$ cat config.mk
export PLATFORM = sky130hd
export DESIGN_NAME = neo_spike_detector
export DESIGN_NICKNAME = d
export VERILOG_FILES = /design/src/rtl/neo_pkg.sv /design/src/rtl/neo_thr_calc.sv /design/src/rtl/neo_spike_detector.sv
export SDC_FILE = /design/constraint.sdc
export NUM_CORES = 1
export LEC_CHECK = 0
export CAP_MARGIN = 20
export CELL_PAD_IN_SITES_DETAIL_PLACEMENT = 0
export CELL_PAD_IN_SITES_GLOBAL_PLACEMENT = 2
export CORE_MARGIN = 8
export CORE_UTILIZATION = 36
export CTS_CLUSTER_DIAMETER = 150
export DETAILED_ROUTE_END_ITERATION = 10
export HOLD_SLACK_MARGIN = 0.03
export PLACE_DENSITY_LB_ADDON = 0.05
export SLEW_MARGIN = 20
export SYNTH_ARGS = -nofsm -noshare
export SYNTH_HDL_FRONTEND = slang
export SYNTH_SLANG_ARGS = --single-unit
$ cat constraint.sdc
create_clock -name Clk -period 4.7 [get_ports Clk]
set_input_delay 0.47 -clock Clk [delete_from_list [all_inputs] [get_ports Clk]]
set_output_delay 0.47 -clock Clk [all_outputs]
set_load 0.02 [all_outputs]
$ cat src/rtl/neo_pkg.sv
// Shared NEO constants and spike-detector state encoding.
// Parameter defaults are reused by the NEO energy block, this detector and their benches.
package neo_pkg;

  localparam int NEO_W          = 8;
  localparam int NEO_TRAIN_LOG2 = 4;
  localparam int NEO_K          = 4;
  localparam int NEO_REFRACT    = 3;

  typedef enum logic [1:0] {
    ST_TRAIN   = 2'd0,
    ST_DETECT  = 2'd1,
    ST_REFRACT = 2'd2
  } state_e;

endpackage

$ cat src/rtl/neo_thr_calc.sv
// Threshold from the training sum: min((sum >> TRAIN_LOG2) * K, 2^W-1).
// Combinational, no latency; no flow control (the caller registers the result).
module neo_thr_calc
  import neo_pkg::*;
#(
  parameter int W          = NEO_W,
  parameter int TRAIN_LOG2 = NEO_TRAIN_LOG2,
  parameter int K          = NEO_K
) (
  input  logic [W+TRAIN_LOG2-1:0] sum,
  output logic [W-1:0]            thr
);

  // Room for the mean times a 4-bit multiplier without wrap.
  localparam int PW = W + TRAIN_LOG2 + 4;
  localparam logic [PW-1:0] MAXV = {{(PW-W){1'b0}}, {W{1'b1}}};

  logic [PW-1:0] prod;

  always_comb begin
    prod = PW'(sum >> TRAIN_LOG2) * PW'(K);
    thr  = (prod > MAXV) ? {W{1'b1}} : prod[W-1:0];
  end

endmodule

$ cat src/rtl/neo_spike_detector.sv
// Learns a K x mean noise threshold, then flags samples above it with a refractory gap.
// Latency 1 cycle (all outputs registered); no backpressure, one sample accepted per cycle.
module neo_spike_detector
  import neo_pkg::*;
#(
  parameter int W          = NEO_W,
  parameter int TRAIN_LOG2 = NEO_TRAIN_LOG2,
  parameter int K          = NEO_K,
  parameter int REFRACT    = NEO_REFRACT,
  parameter int IDX_W      = 8,
  parameter int CNT_W      = 8
) (
  input  logic             Clk,
  input  logic             reset,
  input  logic             in_valid,
  input  logic [W-1:0]     in_data,
  input  logic             retrain,
  output logic [W-1:0]     threshold,
  output logic             thr_ready,
  output logic             spike_valid,
  output logic [IDX_W-1:0] spike_index,
  output logic [CNT_W-1:0] spike_count,
  output logic             busy_train
);

  localparam int AW = W + TRAIN_LOG2;
  localparam int RW = (REFRACT > 0) ? $clog2(REFRACT + 1) : 1;

  localparam logic [TRAIN_LOG2-1:0] TCNT_ONE  = 1;
  localparam logic [TRAIN_LOG2-1:0] TCNT_LAST = '1;
  localparam logic [IDX_W-1:0]      IDX_ONE   = 1;
  localparam logic [CNT_W-1:0]      CNT_ONE   = 1;
  localparam logic [RW-1:0]         REFR_ONE  = 1;
  localparam logic [RW-1:0]         REFR_INIT = RW'(REFRACT);

  state_e                state_q, state_d;
  logic [AW-1:0]         acc_q, acc_d;
  logic [TRAIN_LOG2-1:0] tcnt_q, tcnt_d;
  logic [IDX_W-1:0]      idx_q, idx_d;
  logic [W-1:0]          threshold_q, threshold_d;
  logic                  thr_ready_q, thr_ready_d;
  logic                  spike_valid_q, spike_valid_d;
  logic [IDX_W-1:0]      spike_index_q, spike_index_d;
  logic [CNT_W-1:0]      spike_count_q, spike_count_d;
  logic                  busy_train_q, busy_train_d;
  logic [RW-1:0]         refr_q, refr_d;

  logic [AW-1:0]         acc_sum;
  logic [W-1:0]          thr_new;

  always_comb acc_sum = acc_q + AW'(in_data);

  neo_thr_calc #(
    .W          (W),
    .TRAIN_LOG2 (TRAIN_LOG2),
    .K          (K)
  ) u_thr_calc (
    .sum (acc_sum),
    .thr (thr_new)
  );

  always_comb begin
    state_d       = state_q;
    acc_d         = acc_q;
    tcnt_d        = tcnt_q;
    idx_d         = idx_q;
    threshold_d   = threshold_q;
    thr_ready_d   = thr_ready_q;
    spike_valid_d = 1'b0;
    spike_index_d = spike_index_q;
    spike_count_d = spike_count_q;
    busy_train_d  = busy_train_q;
    refr_d        = refr_q;

    if (in_valid) idx_d = idx_q + IDX_ONE;

    // Retrain takes priority; a coincident sample opens the new training window.
    if (retrain) begin
      state_d       = ST_TRAIN;
      thr_ready_d   = 1'b0;
      busy_train_d  = 1'b1;
      spike_count_d = '0;
      refr_d        = '0;
      acc_d         = in_valid ? AW'(in_data) : '0;
      tcnt_d        = in_valid ? TCNT_ONE : '0;
    end else if (in_valid) begin
      case (state_q)
        ST_TRAIN: begin
          if (tcnt_q == TCNT_LAST) begin
            threshold_d  = thr_new;
            thr_ready_d  = 1'b1;
            busy_train_d = 1'b0;
            state_d      = ST_DETECT;
            acc_d        = '0;
            tcnt_d       = '0;
          end else begin
            acc_d  = acc_sum;
            tcnt_d = tcnt_q + TCNT_ONE;
          end
        end
        ST_DETECT: begin
          if (in_data > threshold_q) begin
            spike_valid_d = 1'b1;
            spike_index_d = idx_q;
            if (spike_count_q != {CNT_W{1'b1}}) spike_count_d = spike_count_q + CNT_ONE;
            refr_d = REFR_INIT;
            if (REFRACT > 0) state_d = ST_REFRACT;
          end
        end
        ST_REFRACT: begin
          refr_d = refr_q - REFR_ONE;
          if (refr_q == REFR_ONE) state_d = ST_DETECT;
        end
        default: state_d = ST_TRAIN;
      endcase
    end
  end

  always_ff @(posedge Clk) begin
    if (!reset) begin
      state_q       <= ST_TRAIN;
      acc_q         <= '0;
      tcnt_q        <= '0;
      idx_q         <= '0;
      threshold_q   <= '0;
      thr_ready_q   <= 1'b0;
      spike_valid_q <= 1'b0;
      spike_index_q <= '0;
      spike_count_q <= '0;
      busy_train_q  <= 1'b1;
      refr_q        <= '0;
    end else begin
      state_q       <= state_d;
      acc_q         <= acc_d;
      tcnt_q        <= tcnt_d;
      idx_q         <= idx_d;
      threshold_q   <= threshold_d;
      thr_ready_q   <= thr_ready_d;
      spike_valid_q <= spike_valid_d;
      spike_index_q <= spike_index_d;
      spike_count_q <= spike_count_d;
      busy_train_q  <= busy_train_d;
      refr_q        <= refr_d;
    end
  end

  assign threshold   = threshold_q;
  assign thr_ready   = thr_ready_q;
  assign spike_valid = spike_valid_q;
  assign spike_index = spike_index_q;
  assign spike_count = spike_count_q;
  assign busy_train  = busy_train_q;

endmodule

==> results of run 1 <==
synthesized netlist by cell type (2+ instances only):
library cell,count
nor3_1,10
o211ai_1,4
ha_1,20
nand3_1,9
nor3b_1,2
nor2_1,36
a21o_1,2
a31o_2,2
mux2i_1,13
a21oi_1,34
o211a_1,3
xnor2_1,4
a221oi_1,5
dfxtp_1,54
inv_1,12
buf_6,2
and3_1,6
a31oi_1,3
or2_2,2
a211oi_1,3
o2111ai_1,2
xor2_1,11
o21ai_0,23
nor2b_1,6
nor2_2,2
buf_4,3
or3_1,8
nand2_1,19
clkbuf_1,8
nand4_1,5
o21a_1,2
o21bai_1,3
power breakdown:
group          total [uW]  internal [uW]  switching (uW)
Clock                 261            102             159
Combinational         145           59.5            85.7
Sequential            476            468            8.19
Total                 882            630             253
through the flow:
step	setup WS (ns)	power, uW	hold WS (ns)	util	instances
after detailed placement	1.522	630.4	0.4706	0.4221	475
after CTS	1.844	894.6	0.4919	0.4324	482
after floorplan	2.285	588.1	0.4474	-	343
after global placement	1.569	632.9	0.4686	0.4221	475
final	1.830	882.3	0.4791	0.4324	482
after global routing	1.697	927.4	0.5284	0.4324	482
routing by layer:
metal / global-route usage / vias up / share of wire
li1: - / 1300 / -
met1: 0.1869 / 1179 / 0.54
met2: 0.1923 / 34 / 0.41
met3: 0.03299 / 8 / 0.039
met4: 0.04020 / 0 / 0.011
met5: 0 / - / 0
worst max-delay path: stages:
cell             delay (ns)
clkdlybuf4s50_1        0.45
ha_1                   0.26
fa_1                   0.40
a21o_1                 0.19
a221oi_1               0.48
and4b_1                0.29
a2111oi_4              0.39
a21oi_1                0.12
state kept, by name, summed over array words and instances (netlist names):
signal	cells
refr_q	2
state_q	2
busy_train	1
tcnt_q	4
idx_q	8
thr_ready	1
spike_valid	1
threshold	7
spike_count	8
acc_q	12
spike_index	8
cell families after synthesis:
| family | count (synthesis) |
|---|---|
| xor gates and xnor gates | 15 |
| adders and majority gates | 21 |
| DFF | 54 |
| buffers and inverters | 27 |
| AOI/OAI and AO/OA | 94 |
| and+or+nand+nor | 118 |
| muxes | 14 |
path summary, 6_finish.rpt:
| kind | start | endpoint | slack (ns) | cells past startpoint |
|---|---|---|---|---|
| worst max-delay path | in_data[0] | threshold[7] | 1.83 | 8 |
| worst min-delay path | busy_train | busy_train | 0.48 | 2 |
| worst max register to register | acc_q[0] | threshold[7] | 2.16 | 7 |
| worst min register to register | busy_train | busy_train | 0.48 | 2 |
area by class of cell:
| cell class | count | area, um2 |
|---|---|---|
| fillers | 842 | 4593 |
| multi-input cells | 262 | 1752 |
| flip-flops and latches | 54 | 1081 |
| repair buffers | 41 | 402.9 |
| well taps | 105 | 131.4 |
| clock buffers | 5 | 68.82 |
| inverters | 13 | 48.80 |
| clock inverters | 2 | 15.01 |
==> results by group, run 1 <==
Worst setup path
  • Crit. End Element: flop
  • Kind of critical path: in2reg
  • Worst Setup Start Kind: input pin
  • Worst EP arrival: 3.05 ns
  • CP required: 4.88 ns
  • Worst-path fanout max: 7

Clock network
  • CTS resizes: 0
  • Cts hold-fix bufs: 0
  • Worst-skew pair later-pin latency: 0.31 ns
  • Postcts setup bufs: 0
  • CTS tree: yes
  • CTS sink count: 54
  • H-Tree Depth: 2
  • Root Driver: clkbuf_8
  • Clock Path Buffers: 2
  • Total CTS buffers: 5
  • Clock Pin Slew Worst Setup and Hold Paths: 0.09 ns

Yosys
  • Syn nets: 376
  • Synth Area in XOR/XNOR: 0.04436
  • FFs w/ async S/R, synth: 0
  • Largest family of logic cells by synthesized area: compound AO/OA/AOI/OAI gates
  • Synth Area in Compound Gates: 0.2049
  • EDFF count, synth: 0
  • Post-synthesis cell area: 0.002962 mm2
  • Post-synthesis average cell area: 8.634 um2
  • Top cells by area, synth: dfxtp_1, ha_1, a21oi_1
  • Mux contribution to synthesized area: 0.04774
  • Synth Area in Simple Gates: 0.2032
  • Main synth FF type: dfxtp_1
  • Post-synth top area cell: dfxtp_1
  • Sequential element share of the synthesized area: 0.3650
  • Synth Area in Adders: 0.09125
  • Syn Inst Count: 343
  • Number of synthesis warnings: 0
  • Yosys top cell area share: 0.3650
  • FF+latch count, synth: 54
  • Count of cell types in the netlist: 57

Placement
  • GP Congestion: 0.8468
  • Cell Area, Placed: about 0.0034 mm2
  • Post-DP HPWL: 5482 um
  • PortBufs: 38

Timing
  • RSZ-0062 raised after global routing: false
  • Period utilisation layout: 0.6106
  • Worst-margin pin slew: a little under 0.9 ns
  • Final Max Slew Viols: 0
  • Slew margin rel.: 0.4031
  • TNS Setup: 0 ns
  • Final hold violation count: 0
  • F_max: around 350 MHz
  • Final min period: 2.870 ns
  • Final setup vio count: 0
  • Skew final: 0.008155 ns

Route
  • DRC viols: 0
  • Total routed wirelength: 7546 um
  • Post-route antenna net violation count: 0
  • Via count: about 2500
  • Drt pass-1 iters: 4
  • DR WL/cell: 15.66 um
  • Avg Vias per Cell: 5.230
  • Initial DRC count: 138

Final layout
  • Most common cell after layout, fill and taps aside: dfxtp_1
  • Area Overhead vs Synth: 18.17%
  • # diodes: 0
  • Share of layout cells above drive strength 1: 0.06631
  • Post-route cell area: between 0.003 and 0.004 mm2
  • Most frequent cells in the layout: dfxtp_1, clkdlybuf4s50_1, nor2_1
  • Final #Nets: 410

GRT
  • Vias in the first global route: between 2000 and 2500
  • Total grt overflow: 0
  • First-pass GRT wire length: 12160 um
  • Antenna violations before repair: 0
  • Largest net degree at the start of global routing: 27
  • Tot GR Track Use: 0.1323

Pwr
  • Maximum vdd drop: 0.1218 mV
  • Cell leakage power: ~0.0014 uW
  • Pwr/cell area: 252.1 mW/mm2

Die
  • FP Rows: 33
  • Die Height: between 100 and 150 um
  • Die X-Extent: 106.7 um
  • Starting Density: 0.3660
  • Core footprint: 0.008093 mm2
  • # IOs: 39
  • Die ar.: approximately 0.011 mm2

Run
  • Max-cap violation count: 0

Status
  • Status: complete, no violations

Hold path
  • Hold crit path type: reg2reg
(Power assumes the default switching activity.)
==> inputs of run 2 (changes only) <==
Settings changed: CORE_UTILIZATION 36 to 30.
Clock period 4.7 ns to 2.36 ns, I/O delays scaled along.
==> results by group, run 2 (synthesis results as in run 1) <==
Clock network
  • Clock Path Buffers: 2 (unchanged)
  • CTS tree: yes (unchanged)
  • CTS sink count: 54 (unchanged)
  • H-Tree Depth: 2 (unchanged)
  • Clock Pin Slew Worst Setup and Hold Paths: 0.11 ns (was 0.09 ns)
  • Worst-skew pair later-pin latency: 0.32 ns (was 0.31 ns)
  • Cts hold-fix bufs: 0 (unchanged)
  • Total CTS buffers: 5 (unchanged)
  • Root Driver: clkbuf_8 (unchanged)

Final layout
  • Layout Utilization: 0.4156 (was 0.4324)
  • Post-route cell area: 0.004025 mm2 (was 0.003500 mm2)
  • Most flop-heavy register: acc_q (unchanged)
  • Most common cell after layout, fill and taps aside: buf_4 (was dfxtp_1)
  • Share of layout cells above drive strength 1: 0.2083 (was 0.06631)
  • Most frequent cells in the layout: buf_4, dfxtp_1, clkdlybuf4s50_1 (was dfxtp_1, clkdlybuf4s50_1, nor2_1)
  • # diodes: 0 (unchanged)
  • Final #Nets: 464 (was 410)
  • Largest register FFs: 12 (unchanged)
  • Area Overhead vs Synth: 35.91% (was 18.17%)

Pwr
  • Pwr/cell area: 475.6 mW/mm2 (was 252.1 mW/mm2)
  • Total power: 1914 uW (was 882.3 uW)
  • Maximum vdd drop: 0.2121 mV (was 0.1218 mV)
  • Cell leakage power: 0.001684 uW (was 0.001391 uW)

Die
  • Core footprint: 0.009684 mm2 (was 0.008093 mm2)
  • FP Rows: 36 (was 33)
  • Die ar.: 0.01331 mm2 (was 0.01138 mm2)
  • Die X-Extent: 115.4 um (was 106.7 um)
  • # IOs: 39 (unchanged)
  • Starting Density: 0.3058 (was 0.3660)
  • Die Height: 115.4 um (was 106.7 um)

Route
  • Post-route antenna net violation count: 0 (unchanged)
  • Initial DRC count: 106 (was 138)
  • DRC viols: 0 (unchanged)
  • Avg Vias per Cell: 4.805 (was 5.230)
  • Total routed wirelength: 8517 um (was 7546 um)
  • Via count: 2715 (was 2521)
  • DR WL/cell: 15.07 um (was 15.66 um)
  • Drt pass-1 iters: 4 (unchanged)

Run
  • Max-cap violation count: 0 (unchanged)

GRT
  • Vias in the first global route: 2688 (was 2337)
  • Antenna violations before repair: 0 (unchanged)
  • First-pass GRT wire length: 14150 um (was 12160 um)
  • Largest net degree at the start of global routing: 27 (unchanged)
  • Tot GR Track Use: 0.1348 (was 0.1323)
  • Total grt overflow: 0 (unchanged)

Worst setup path
  • Worst EP arrival: 2.46 ns (was 3.05 ns)
  • Crit. End Element: flop (unchanged)
  • R2R cell count: 10 (was 7)
  • Worst Setup Start Kind: input pin (unchanged)
  • Reg2Reg Launch Point: threshold[6] (was acc_q[0])
  • CP required: 2.57 ns (was 4.88 ns)
  • R2r setup slk: 0.13 ns (was 2.16 ns)
  • Reg-to-Reg End: refr_q[1] (was threshold[7])
  • Worst-path fanout max: 3 (was 7)
  • Kind of critical path: in2reg (unchanged)

Timing
  • RSZ-0062 raised after global routing: false (unchanged)
  • Final setup vio count: 0 (unchanged)
  • Final hold violation count: 0 (unchanged)
  • Worst-margin pin slew: 0.8831 ns (was 0.8920 ns)
  • Hold Slack: 0.4500 ns (was 0.4791 ns)
  • Slew margin rel.: 0.4091 (was 0.4031)
  • Final Max Slew Viols: 0 (unchanged)
  • Period utilisation layout: 0.9537
  • Final min period: 2.251 ns
  • F_max: around 440 MHz
  • Skew final: 0.008320 ns (was 0.008155 ns)

Placement
  • PortBufs: 38 (unchanged)
  • Cell Area, Placed: 0.003804 mm2 (was 0.003416 mm2)
  • GP Congestion: 0.7687 (was 0.8468)
  • Post-DP HPWL: 6431 um (was 5482 um)

Hold path
  • Hold crit path type: reg2reg (unchanged)
  • Hold Path Depth: 2 (unchanged)
  • Hold_sp: busy_train (unchanged)
  • WHS Endpoint: busy_train (unchanged)

Status
  • Status: complete, no violations (unchanged)
[run 2: metal layers]
metal / global-route usage / vias up / wire length [um]
li1: - / 1408 / -
met1: 0.1842 / 1272 / 4324
met2: 0.2109 / 31 / 3768
met3: 0.03256 / 4 / 387
met4: 0.02364 / 0 / 37
met5: 0 / - / 0
[run 2: worst max-delay path by stage]
| stage | from | end | slack, ns | cells past startpoint |
|---|---|---|---|---|
| floorplan | acc_q[0] | threshold[6] | 0.13 | 7 |
| global placement | in_data[7] | spike_index[3] | -0.31 | 9 |
| detailed placement | in_data[0] | threshold[6] | -0.35 | 10 |
| CTS | threshold[6] | spike_count[3] | 0.02 | 8 |
| global route | in_data[4] | acc_q[10] | 0.004 | 10 |
| finish | in_data[0] | threshold[6] | 0.11 | 10 |
[run 2: area by class of cell]
type | count | area, um2
repair buffers | 95 | 808.3
inverters | 13 | 48.80
well taps | 133 | 166.4
flip-flops and latches | 54 | 1085
fillers | 1011 | 5659
clock inverters | 3 | 28.78
multi-input cells | 262 | 1819
clock buffers | 5 | 68.82
[run 2: stage by stage]
| stage | setup slack [ns] | TNS, ns | cells |
|---|---|---|---|
| 6_report | 0.1094 | 0 | 565 |
| 3_3_place_gp | -0.3106 | -7.883 | 550 |
| 4_1_cts | 0.01538 | 0 | 563 |
| 3_5_place_dp | -0.3458 | -9.061 | 550 |
| 2_1_floorplan | 0.1324 | 0 | 343 |
| 5_1_grt | 0.004045 | 0 | 565 |
[run 2: critical path, stage by stage]
cell and delay (ns):
clkdlybuf4s50_1 0.43, ha_2 0.21, fa_2 0.34, a21o_1 0.19
a221oi_2 0.21, buf_4 0.15, and4b_1 0.21, a2111oi_4 0.22
buf_4 0.19, a21oi_1 0.06
[run 2: power by group]
part           switching [uW]  total (uW)  internal (uW)
clock network             346         567            221
registers                17.7         950            932
logic                     196         397            201
total                     560        1910           1350
[run 2: timing repair]
item / in CTS / in global routing
pin swaps: 4 / 5
buffers inserted: 5 / 2
endpoints found under the hold margin: 0 / 0
gates resized for setup: 7 / 10
endpoints found under the setup margin: 22 / 19
==> inputs of run 3 (changes only) <==
Settings changed: SLEW_MARGIN 20 to 10.
==> results of run 3 <==
Final layout, timing and power as in run 2 (identical DEF).
